<file path="src/rtl/hazard_control_unit_if.sv">
// hazard_control_unit_if: pipeline-side ids/enables in, stall/flush/forward controls out
interface hazard_control_unit_if #(parameter int REG_ADDR_W = 5, parameter int CNT_W = 16);
  logic [REG_ADDR_W-1:0] RsD, RtD, RsE, RtE, WriteRegE, WriteRegM, WriteRegW;
  logic BranchD, syscallD, RegWriteE, MemtoRegE, RegWriteM, MemtoRegM, RegWriteW;
  logic StallF, StallD, FlushE, ForwardAD, ForwardBD, syscall_fire;
  logic [1:0] ForwardAE, ForwardBE;
  logic [CNT_W-1:0] stall_cycles;
  modport master (
    output RsD, RtD, RsE, RtE, WriteRegE, WriteRegM, WriteRegW,
    output BranchD, syscallD, RegWriteE, MemtoRegE, RegWriteM, MemtoRegM, RegWriteW,
    input StallF, StallD, FlushE, ForwardAD, ForwardBD, syscall_fire, ForwardAE, ForwardBE, stall_cycles
  );
  modport slave (
    input RsD, RtD, RsE, RtE, WriteRegE, WriteRegM, WriteRegW,
    input BranchD, syscallD, RegWriteE, MemtoRegE, RegWriteM, MemtoRegM, RegWriteW,
    output StallF, StallD, FlushE, ForwardAD, ForwardBD, syscall_fire, ForwardAE, ForwardBE, stall_cycles
  );
endinterface

</file>
<file path="src/rtl/hazard_control_unit.sv">
// hazard_control_unit: MIPS hazard/forwarding control with syscall drain FSM and saturating stall counter
module hazard_control_unit #(
  parameter int REG_ADDR_W = 5,
  parameter int FWD_EN = 1,
  parameter int BRANCH_IN_DECODE = 1,
  parameter int DRAIN_CYCLES = 3,
  parameter int CNT_W = 16
) (
  input logic clock,
  input logic reset_n,
  hazard_control_unit_if.slave bus
);
  typedef enum logic [1:0] {IDLE, DRAIN, FIRE, DONE} state_t;
  state_t state;
  logic [3:0] cnt;
  logic mse, mte, msm, mtm, msw, mtw, lwstall, brstall, rawstall, hstall;
  function automatic logic match(input logic [REG_ADDR_W-1:0] x, input logic [REG_ADDR_W-1:0] id, input logic we);
    return we && id != '0 && id == x;
  endfunction
  assign mse = match(bus.RsD, bus.WriteRegE, bus.RegWriteE);
  assign mte = match(bus.RtD, bus.WriteRegE, bus.RegWriteE);
  assign msm = match(bus.RsD, bus.WriteRegM, bus.RegWriteM);
  assign mtm = match(bus.RtD, bus.WriteRegM, bus.RegWriteM);
  assign msw = match(bus.RsD, bus.WriteRegW, bus.RegWriteW);
  assign mtw = match(bus.RtD, bus.WriteRegW, bus.RegWriteW);
  assign lwstall = bus.MemtoRegE && (mse || mte);
  // a load in M cannot feed the decode comparator yet, whatever RegWriteM says
  assign brstall = BRANCH_IN_DECODE != 0 && bus.BranchD && (mse || mte ||
    (bus.MemtoRegM && (match(bus.RsD, bus.WriteRegM, 1'b1) || match(bus.RtD, bus.WriteRegM, 1'b1))));
  assign rawstall = FWD_EN == 0 && (mse || mte || msm || mtm || msw || mtw);
  assign hstall = lwstall || brstall || rawstall;
  assign bus.ForwardAE = FWD_EN == 0 ? 2'b00 :
    match(bus.RsE, bus.WriteRegM, bus.RegWriteM) ? 2'b10 :
    match(bus.RsE, bus.WriteRegW, bus.RegWriteW) ? 2'b01 : 2'b00;
  assign bus.ForwardBE = FWD_EN == 0 ? 2'b00 :
    match(bus.RtE, bus.WriteRegM, bus.RegWriteM) ? 2'b10 :
    match(bus.RtE, bus.WriteRegW, bus.RegWriteW) ? 2'b01 : 2'b00;
  assign bus.ForwardAD = BRANCH_IN_DECODE != 0 && msm;
  assign bus.ForwardBD = BRANCH_IN_DECODE != 0 && mtm;
  assign bus.StallF = state == IDLE ? hstall : state != DONE;
  assign bus.StallD = bus.StallF;
  assign bus.FlushE = state == IDLE ? hstall : 1'b1;
  always_ff @(posedge clock or negedge reset_n)
    if (!reset_n) begin
      state <= IDLE;
      cnt <= '0;
      bus.syscall_fire <= 1'b0;
    end else begin
      bus.syscall_fire <= 1'b0;
      case (state)
        IDLE: if (bus.syscallD && !hstall) begin
          state <= DRAIN;
          cnt <= 4'(DRAIN_CYCLES - 1);
        end
        DRAIN: if (cnt == '0) begin
          state <= FIRE;
          bus.syscall_fire <= 1'b1;
        end else cnt <= cnt - 4'd1;
        FIRE: state <= DONE;
        default: state <= IDLE;
      endcase
    end
  always_ff @(posedge clock or negedge reset_n)
    if (!reset_n) bus.stall_cycles <= '0;
    else if (bus.StallF && bus.stall_cycles != '1) bus.stall_cycles <= bus.stall_cycles + 1'b1;
endmodule

</file>
<file path="src/flat_wrapper.sv">
// flat-port wrapper written by rule: the top's interface ports become plain ports
module hazard_control_unit_flat 
#(
  parameter int REG_ADDR_W = 5,
  parameter int FWD_EN = 1,
  parameter int BRANCH_IN_DECODE = 1,
  parameter int DRAIN_CYCLES = 3,
  parameter int CNT_W = 16
)
  (clock, reset_n, bus_RsD, bus_RtD, bus_RsE, bus_RtE, bus_WriteRegE, bus_WriteRegM, bus_WriteRegW, bus_BranchD, bus_syscallD, bus_RegWriteE, bus_MemtoRegE, bus_RegWriteM, bus_MemtoRegM, bus_RegWriteW, bus_StallF, bus_StallD, bus_FlushE, bus_ForwardAD, bus_ForwardBD, bus_syscall_fire, bus_ForwardAE, bus_ForwardBE, bus_stall_cycles);
  hazard_control_unit_if #(.REG_ADDR_W(REG_ADDR_W), .CNT_W(CNT_W)) bus_i ();
  input logic clock;
  input logic reset_n;
  input wire logic [$bits(bus_i.RsD)-1:0] bus_RsD;
  input wire logic [$bits(bus_i.RtD)-1:0] bus_RtD;
  input wire logic [$bits(bus_i.RsE)-1:0] bus_RsE;
  input wire logic [$bits(bus_i.RtE)-1:0] bus_RtE;
  input wire logic [$bits(bus_i.WriteRegE)-1:0] bus_WriteRegE;
  input wire logic [$bits(bus_i.WriteRegM)-1:0] bus_WriteRegM;
  input wire logic [$bits(bus_i.WriteRegW)-1:0] bus_WriteRegW;
  input wire logic [$bits(bus_i.BranchD)-1:0] bus_BranchD;
  input wire logic [$bits(bus_i.syscallD)-1:0] bus_syscallD;
  input wire logic [$bits(bus_i.RegWriteE)-1:0] bus_RegWriteE;
  input wire logic [$bits(bus_i.MemtoRegE)-1:0] bus_MemtoRegE;
  input wire logic [$bits(bus_i.RegWriteM)-1:0] bus_RegWriteM;
  input wire logic [$bits(bus_i.MemtoRegM)-1:0] bus_MemtoRegM;
  input wire logic [$bits(bus_i.RegWriteW)-1:0] bus_RegWriteW;
  output wire logic [$bits(bus_i.StallF)-1:0] bus_StallF;
  output wire logic [$bits(bus_i.StallD)-1:0] bus_StallD;
  output wire logic [$bits(bus_i.FlushE)-1:0] bus_FlushE;
  output wire logic [$bits(bus_i.ForwardAD)-1:0] bus_ForwardAD;
  output wire logic [$bits(bus_i.ForwardBD)-1:0] bus_ForwardBD;
  output wire logic [$bits(bus_i.syscall_fire)-1:0] bus_syscall_fire;
  output wire logic [$bits(bus_i.ForwardAE)-1:0] bus_ForwardAE;
  output wire logic [$bits(bus_i.ForwardBE)-1:0] bus_ForwardBE;
  output wire logic [$bits(bus_i.stall_cycles)-1:0] bus_stall_cycles;
  assign bus_i.RsD = bus_RsD;
  assign bus_i.RtD = bus_RtD;
  assign bus_i.RsE = bus_RsE;
  assign bus_i.RtE = bus_RtE;
  assign bus_i.WriteRegE = bus_WriteRegE;
  assign bus_i.WriteRegM = bus_WriteRegM;
  assign bus_i.WriteRegW = bus_WriteRegW;
  assign bus_i.BranchD = bus_BranchD;
  assign bus_i.syscallD = bus_syscallD;
  assign bus_i.RegWriteE = bus_RegWriteE;
  assign bus_i.MemtoRegE = bus_MemtoRegE;
  assign bus_i.RegWriteM = bus_RegWriteM;
  assign bus_i.MemtoRegM = bus_MemtoRegM;
  assign bus_i.RegWriteW = bus_RegWriteW;
  assign bus_StallF = bus_i.StallF;
  assign bus_StallD = bus_i.StallD;
  assign bus_FlushE = bus_i.FlushE;
  assign bus_ForwardAD = bus_i.ForwardAD;
  assign bus_ForwardBD = bus_i.ForwardBD;
  assign bus_syscall_fire = bus_i.syscall_fire;
  assign bus_ForwardAE = bus_i.ForwardAE;
  assign bus_ForwardBE = bus_i.ForwardBE;
  assign bus_stall_cycles = bus_i.stall_cycles;
  hazard_control_unit #(.REG_ADDR_W(REG_ADDR_W), .FWD_EN(FWD_EN), .BRANCH_IN_DECODE(BRANCH_IN_DECODE), .DRAIN_CYCLES(DRAIN_CYCLES), .CNT_W(CNT_W)) u_core (.clock(clock), .reset_n(reset_n), .bus(bus_i));
endmodule
</file>
<file path="config.mk">
export PLATFORM = sky130hd
export DESIGN_NAME = hazard_control_unit_flat
export DESIGN_NICKNAME = d
export VERILOG_FILES = /design/src/rtl/hazard_control_unit_if.sv /design/src/rtl/hazard_control_unit.sv /design/src/flat_wrapper.sv
export SDC_FILE = /design/constraint.sdc
export NUM_CORES = 1
export LEC_CHECK = 0
export BUFFER_PORTS_ARGS = -buffer_cell sky130_fd_sc_hd__buf_2
export CORE_UTILIZATION = 49
export CTS_CLUSTER_SIZE = 12
export DETAILED_ROUTE_END_ITERATION = 6
export PLACE_DENSITY = 0.81
export SLEW_MARGIN = 40
export SYNTH_ARGS = -nofsm -noshare
export SYNTH_HDL_FRONTEND = slang
export SYNTH_SLANG_ARGS = --single-unit
</file>
<file path="constraint.sdc">
create_clock -name clock -period 2.1 [get_ports clock]
set_input_delay 0.21 -clock clock [delete_from_list [all_inputs] [get_ports clock]]
set_output_delay 0.21 -clock clock [all_outputs]
set_load 0.05 [all_outputs]
</file>
==> results.tsv, run 1 <==
metric	value	unit
Yosys reg bits	23	
status	finished clean	
Worst path slowest cell	dfrtp_1	
Final Non-Filler Cells	308	
final setup vio count	0	
Lkg Pwr	1.064	nW
Synth top cells by count	xnor2_1, dfrtp_1, nand3_1, xor2_1, nand2_1	
Warnings, synthesis	0	
met3 GRT Util	0.03650	
Final min period	1.923	ns
Seq/Total Area, Yosys	0.3181	
Buffers on Ports	69	
Syn Area/Cell	9.374	um^2
CP Launch Point	u_core.state[0]$_DFFE_PN0P_	
share of cells above drive strength 1	0.3664	
Net Sw Frac	0.4931	
GR Overflow Total	0	
Worst Path Required	2.25	ns
EDFF count, synth	0	
CP Class	reg -> reg	
nets@finish	313	
Internal	1.260	mW
sequential share of power	0.281	
CTS tree	yes	
Reg-to-Reg Start	u_core.state[0]$_DFFE_PN0P_	
CP Data Arrival Time	2.07	ns
total number of vias	1643	
Row Count	21	
Synth area leaders	dfrtp_1, xnor2_1, xor2_1	
Worst-Skew Late Latency	0.26	ns
Yosys cell types	40	
Util after Layout	0.6758	
drt drc	0	
post-synthesis cell count	193	
DP Area	2265	um^2
asr flop ratio synth	1.000	
crit path launch type	flop	
final wirelength	4097	um
fmax	520.0	MHz
Clock power frac	0.107	
initial antenna violation count	0	
synthesized area	1809	um^2
Worst Reg-to-Reg Cells	7	
worst min path class	in -> reg	
first-pass GRT wire length	6969	um
global routing usage on met1	0.3064	
clk sinks	23	
Worst setup endpoint	u_core.bus.stall_cycles[1]$_DFFE_PN0P_	
Placed Cells	303	
Rel. slew slack	0.6706	
Clock Pin Slew Worst Setup and Hold Paths	0.08	ns
Final WS setup	0.1769	ns
crit-path cells	inv_1 > ha_1 > inv_1 > a31o_2 > a211o_1 > nand2_4 > mux2_2	
Worst path max stage delay	0.41	ns
Final Cycle Share	0.9157	
Routed Antenna Nets	0	
peak supply drop	0.0008275	V
# Post-CTS Setup Buffers	0	
Gate power share	0.612	
fin area	2326	um^2
die outline area	3939	um^2
root buf cell	clkbuf_8	
WP buf/inv	2	
Worst R2R End	u_core.bus.stall_cycles[1]$_DFFE_PN0P_	
Worst-Margin Slew	0.4940	ns
Total GRT Usage	0.2199	
max cap viols	0	
Max FO, Critical Path	16	
top cell type's share of synthesized area	0.3181	
dominant cell type by area after synthesis	dfrtp_1	
dpl hpwl	3318	um
final hold slack	0.3665	ns
largest net degree at the start of global routing	24	
clock tree buffer depth	2	
drt first pass iters	4	
Levels on crit path	7	
via/cell ratio	5.334	
H-tree depth	1	
delay-heaviest family, CP	compound AO/OA/AOI/OAI gates	
RD Place Congestion	0.8282	
I/O pins	70	
Switch Pwr	1.225	mW
DR WL/cell	13.30	um
Top FF cell, synth	dfrtp_1	
unrepaired setup endpoints after global routing	no	
final hold violations	0	
1st-iter DRT viols	95	
Layout area overhead	28.56	%
Initial Utilization	0.5256	
die width	62.77	um
clk_skew	0.002547	ns
Setup crit end kind	flop	
Synthesized Nets	243	
GR Layer Usage met2	0.3505	
Die H	62.77	um
cell with the most instances after synthesis	xnor2_1	
pre-CTS WS	0.1173	ns
core area	3442	um^2
setup slack, reg-to-reg	0.18	ns
fin. max-slew vios	0	
Cell Pwr Density	1068	nW/um^2
most frequent CP cell	inv_1	
vias in the first global route	1575	
gr busiest metal	met2	
CTS buffer count	3	
n_diodes	0	
[worst min-delay path by stage]
stage | depth (start not counted) | end | start | slack (ns)
5_1_grt | 4 | u_core.cnt[1]$_DFFE_PN0P_ | bus_syscallD | 0.40
3_5_place_dp | 1 | u_core.cnt[2]$_DFFE_PN0P_ | reset_n | 0.21
3_3_place_gp | 1 | u_core.cnt[3]$_DFFE_PN0P_ | reset_n | 0.21
4_1_cts | 4 | u_core.cnt[1]$_DFFE_PN0P_ | bus_syscallD | 0.37
6_report | 4 | u_core.cnt[1]$_DFFE_PN0P_ | bus_syscallD | 0.37
2_1_floorplan | 0 | u_core.bus.stall_cycles[0]$_DFFE_PN0P_ | reset_n | -0.09
[stage by stage]
stage | setup TNS (ns) | power, mW
floorplan | -0.02789 | 1.906
global placement | 0 | 2.188
detailed placement | 0 | 2.216
CTS | 0 | 2.490
global route | 0 | 2.662
finish | 0 | 2.485
[layout by cell type (no fill, tap or decap), types with 2 or more instances in the layout]
cell type	n
xnor2_1	34
a21oi_1	2
and3_1	3
nand4_1	6
nor2_1	6
buf_4	4
or4_1	3
ha_1	6
xor2_1	21
o22ai_1	2
clkbuf_8	3
inv_1	6
nand3_1	22
nand2_1	10
a211o_1	2
nor2b_1	3
o21ai_0	3
and2_1	4
dfrtp_2	4
a22o_1	2
dfrtp_1	19
buf_2	69
nor3_1	5
nor4_4	5
[what timing repair did]
| item | in CTS | in global routing |
|---|---|---|
| hold buffers | 1 | 0 |
| endpoints found under the hold margin | 23 | 0 |
| setup endpoints to repair | 0 | 5 |
| gates resized for setup | 0 | 1 |
[area by class of cell]
type / instances / area, um^2
clock buffer: 3 / 41.29
clock inverter: 1 / 5.005
fill: 276 / 1116
inverter: 6 / 22.52
multi-input combinational: 155 / 1234
sequential: 23 / 580.6
tap: 46 / 57.56
timing repair buffer: 74 / 385.4
[power groups by stage]
stage	registers (mW)	clock network [mW]	logic (mW)
2_1_floorplan	0.935	0	0.971
3_3_place_gp	0.699	0	1.49
3_5_place_dp	0.705	0	1.51
4_1_cts	0.698	0.275	1.52
5_1_grt	0.716	0.299	1.65
6_report	0.698	0.267	1.52
[state kept, by name, indices dropped and copies added, names as in the netlist]
signal                   cells
u_core.bus.stall_cycles     16
u_core.cnt                   4
u_core.bus.syscall_fire      1
u_core.state                 2
[tightest hold or removal path: cells and delay by family]
kind	cells	cell delay [ns]
buf+inv	1	0.10
compound gates	3	0.28
[cell families after synthesis]
group / after synthesis / share of synthesized area
AND/OR/NAND/NOR: 72 / 0.2192
XOR/XNOR: 55 / 0.2663
AO/OA/AOI/OAI: 20 / 0.09544
adder cells (fa/ha/maj): 6 / 0.04149
multiplexers: 2 / 0.01452
buffers and inverters: 15 / 0.04495
flip-flops: 23 / 0.3181
[routing by layer]
metal | up-vias | wire length, um | share of wire
li1 | 811 | - | -
met1 | 766 | 1910 | 0.47
met2 | 62 | 1922 | 0.47
met3 | 4 | 225 | 0.055
met4 | 0 | 38 | 0.0093
met5 | - | 0 | 0
Power figures use the tool's default switching activity.
==> run 2: changes to the inputs <==
ABC_AREA = 1   (was not set)
CORE_UTILIZATION = 50   (was 49)
PLACE_DENSITY = 0.8   (was 0.81)
==> run 2 against run 1 <==
Effect of this change:
- hold slack better by 0.094 ns
- clock skew rose by 0.00070 ns
- utilization fell by 2.9 points
- fmax shrank 0.78%
- worst setup slack worse by 0.015 ns
- combinational power about the same
- total power is 0.53% lower
- critical path type is now reg -> out
- largest cell class unchanged
- highest routed layer unchanged
==> results.tsv, run 2 <==
metric	value	unit	change
Clock Pin Slew Worst Setup and Hold Paths	0.08	ns	about the same
delay-heaviest family, CP	buffers and inverters		was compound AO/OA/AOI/OAI gates
Final Non-Filler Cells	438		was 308
n_diodes	0		unchanged
RD Place Congestion	0.9706		was 0.8282
synthesized area	2160	um^2	was 1809 um^2
fin. max-slew vios	0		unchanged
Yosys cell types	28		was 40
CP Class	reg -> out		was reg -> reg
DP Area	2570	um^2	was 2265 um^2
Setup crit end kind	output pin		was flop
top cell type's share of synthesized area	0.2665		was 0.3181
final hold violations	0		unchanged
Seq/Total Area, Yosys	0.2665		was 0.3181
Final WS setup	0.1618	ns	was 0.1769 ns
CP Data Arrival Time	1.73	ns	was 2.07 ns
Placed Cells	432		was 303
asr flop ratio synth	1.000		unchanged
fin area	2644	um^2	was 2326 um^2
DR WL/cell	12.15	um	was 13.30 um
Max FO, Critical Path	11		was 16
Worst path slowest cell	dfrtp_1		unchanged
Synth area leaders	dfrtp_1, nand2_1, xnor2_1		was dfrtp_1, xnor2_1, xor2_1
Buffers on Ports	69		unchanged
sequential share of power	0.273		was 0.281
Switch Pwr	1.307	mW	was 1.225 mW
WP buf/inv	3		was 2
Syn Area/Cell	6.791	um^2	was 9.374 um^2
core area	4086	um^2	was 3442 um^2
clk sinks	23		unchanged
Net Sw Frac	0.5288		was 0.4931
unrepaired setup endpoints after global routing	no		unchanged
1st-iter DRT viols	97		was 95
peak supply drop	0.001191	V	was 0.0008275 V
nets@finish	439		was 313
crit path launch type	flop		unchanged
most common cell after layout, fill and taps aside	nand2_1		was buf_2
max cap viols	0		unchanged
Lkg Pwr	1.460	nW	was 1.064 nW
Worst path max stage delay	0.42	ns	was 0.41 ns
Gate power share	0.614		was 0.612
die outline area	4586	um^2	was 3939 um^2
via/cell ratio	5.192		was 5.334
Most flops, register	u_core.bus.stall_cycles		unchanged
Top FF cell, synth	dfrtp_1		unchanged
# Post-CTS Setup Buffers	0		unchanged
Synthesized Nets	368		was 243
Rel. slew slack	0.6484		was 0.6706
Cell Pwr Density	934.9	nW/um^2	was 1068 nW/um^2
Internal	1.165	mW	was 1.260 mW
CTS tree	yes		unchanged
Final Cycle Share	0.9230		was 0.9157
Synth top cells by count	nand2_1, inv_1, xnor2_1, dfrtp_1		was xnor2_1, dfrtp_1, nand3_1, xor2_1, nand2_1
Yosys reg bits	23		unchanged
clk_skew	0.003250	ns	was 0.002547 ns
Total GRT Usage	0.2361		was 0.2199
worst min path class	in -> async		was in -> reg
largest net degree at the start of global routing	24		unchanged
final setup vio count	0		unchanged
first-pass GRT wire length	8307	um	was 6969 um
drt drc	0		unchanged
Final min period	1.938	ns	was 1.923 ns
GR Overflow Total	0		unchanged
clock tree buffer depth	2		unchanged
final wirelength	5323	um	was 4097 um
I/O pins	70		unchanged
Warnings, synthesis	0		unchanged
drt first pass iters	4		unchanged
most frequent cells in the layout	nand2_1, buf_2, inv_1, xnor2_1, dfrtp_1		was buf_2, xnor2_1, nand3_1, xor2_1, dfrtp_1
Initial Utilization	0.5285		was 0.5256
fmax	515.9	MHz	was 520.0 MHz
Die H	67.72	um	was 62.77 um
initial antenna violation count	0		unchanged
cell with the most instances after synthesis	nand2_1		was xnor2_1
Worst-Skew Late Latency	0.27	ns	was 0.26 ns
CTS buffer count	3		unchanged
Worst-Margin Slew	0.5274	ns	was 0.4940 ns
max reg flops	16		unchanged
Clock power frac	0.113		was 0.107
die width	67.72	um	was 62.77 um
H-tree depth	1		unchanged
biggest regs	u_core.bus.stall_cycles x16, u_core.cnt x4, u_core.state x2		unchanged
root buf cell	clkbuf_8		unchanged
Row Count	23		was 21
vias in the first global route	1993		was 1575
share of cells above drive strength 1	0.2423		was 0.3664
EDFF count, synth	0		unchanged
pre-CTS WS	0.1522	ns	was 0.1173 ns
Layout area overhead	22.42	%	was 28.56%
Worst Path Required	1.89	ns	was 2.25 ns
crit-path cells	inv_1 > ha_1 > nand3_4 > buf_4 > buf_2		was inv_1 > ha_1 > inv_1 > a31o_2 > a211o_1 > nand2_4 > mux2_2
Routed Antenna Nets	0		unchanged
dpl hpwl	4085	um	was 3318 um
status	finished clean		unchanged
total number of vias	2274		was 1643
post-synthesis cell count	318		was 193
dominant cell type by area after synthesis	dfrtp_1		unchanged
## run 2: cell families (layout without fill, tap and decap cells)
logic type,after synthesis,in the layout,synth area share
simple gates,198,199,0.4276
flops,23,23,0.2665
compound gates,4,4,0.01332
xor+xnor,42,42,0.1703
buf+inv,45,114,0.08748
fa+ha+maj,6,6,0.03476
## run 2: worst reg2reg max path: cells and delay by family, from the launching register on
family / cells / cell delay (ns)
AND/OR/NAND/NOR: 7 / 1.06
flip-flops: 1 / 0.46
adder cells (fa/ha/maj): 1 / 0.24
buffers and inverters: 1 / 0.10
## run 2: final cells by class
class	count	area, um^2
timing repair buffer	73	377.9
sequential	23	575.6
multi-input combinational	251	1443
fill	362	1443
clock buffer	3	41.29
clock inverter	1	5.005
inverter	37	138.9
tap	50	62.56
## run 2: worst paths after layout
check | from | cells past startpoint | to | slack, ns
setup / recovery | u_core.state[0]$_DFFE_PN0P_ | 5 | bus_FlushE | 0.16
hold / removal | reset_n | 2 | u_core.bus.stall_cycles[10]$_DFFE_PN0P_ | 0.46
setup reg to reg | u_core.bus.stall_cycles[0]$_DFFE_PN0P_ | 9 | u_core.bus.stall_cycles[6]$_DFFE_PN0P_ | 0.18
hold reg to reg | u_core.cnt[3]$_DFFE_PN0P_ | 2 | u_core.cnt[3]$_DFFE_PN0P_ | 0.53
max in group asynchronous | reset_n | 2 | u_core.cnt[3]$_DFFE_PN0P_ | 1.29
min in group clock | bus_syscallD | 5 | u_core.state[0]$_DFFE_PN0P_ | 0.49
## run 2: timing repair
action                                 4_1_cts  5_1_grt
hold buffers                                 1        0
endpoints found under the hold margin       23        0
resized for setup                            0        1
setup endpoints to repair                    0       16
## run 2: through the flow
step	TNS [ns]	util	hold WS, ns	total power, mW
final	0	0.6470	0.4608	2.472
after global routing	0	0.6470	0.5137	2.651
after CTS	0	0.6427	0.4532	2.430
after detailed placement	0	0.6289	0.2131	2.136
after global placement	0	0.6289	0.2102	2.112
after floorplan	-0.1338	-	-0.08559	1.834
## run 2: routing by layer
metal  GRT usage  routed length (um)  vias to the layer above
met3     0.03041                 307                       12
met5           0                   0                        -
li1            -                   -                     1163
met4     0.08245                 110                        0
met2      0.4282                2580                       75
met1      0.2808                2324                     1024
## run 2: power groups by stage
stage / registers, mW / logic (mW) / clock network, mW
5_1_grt: 0.691 / 1.66 / 0.300
4_1_cts: 0.674 / 1.47 / 0.285
3_5_place_dp: 0.682 / 1.45 / 0
2_1_floorplan: 0.828 / 1.01 / 0
6_report: 0.675 / 1.52 / 0.280
3_3_place_gp: 0.681 / 1.43 / 0
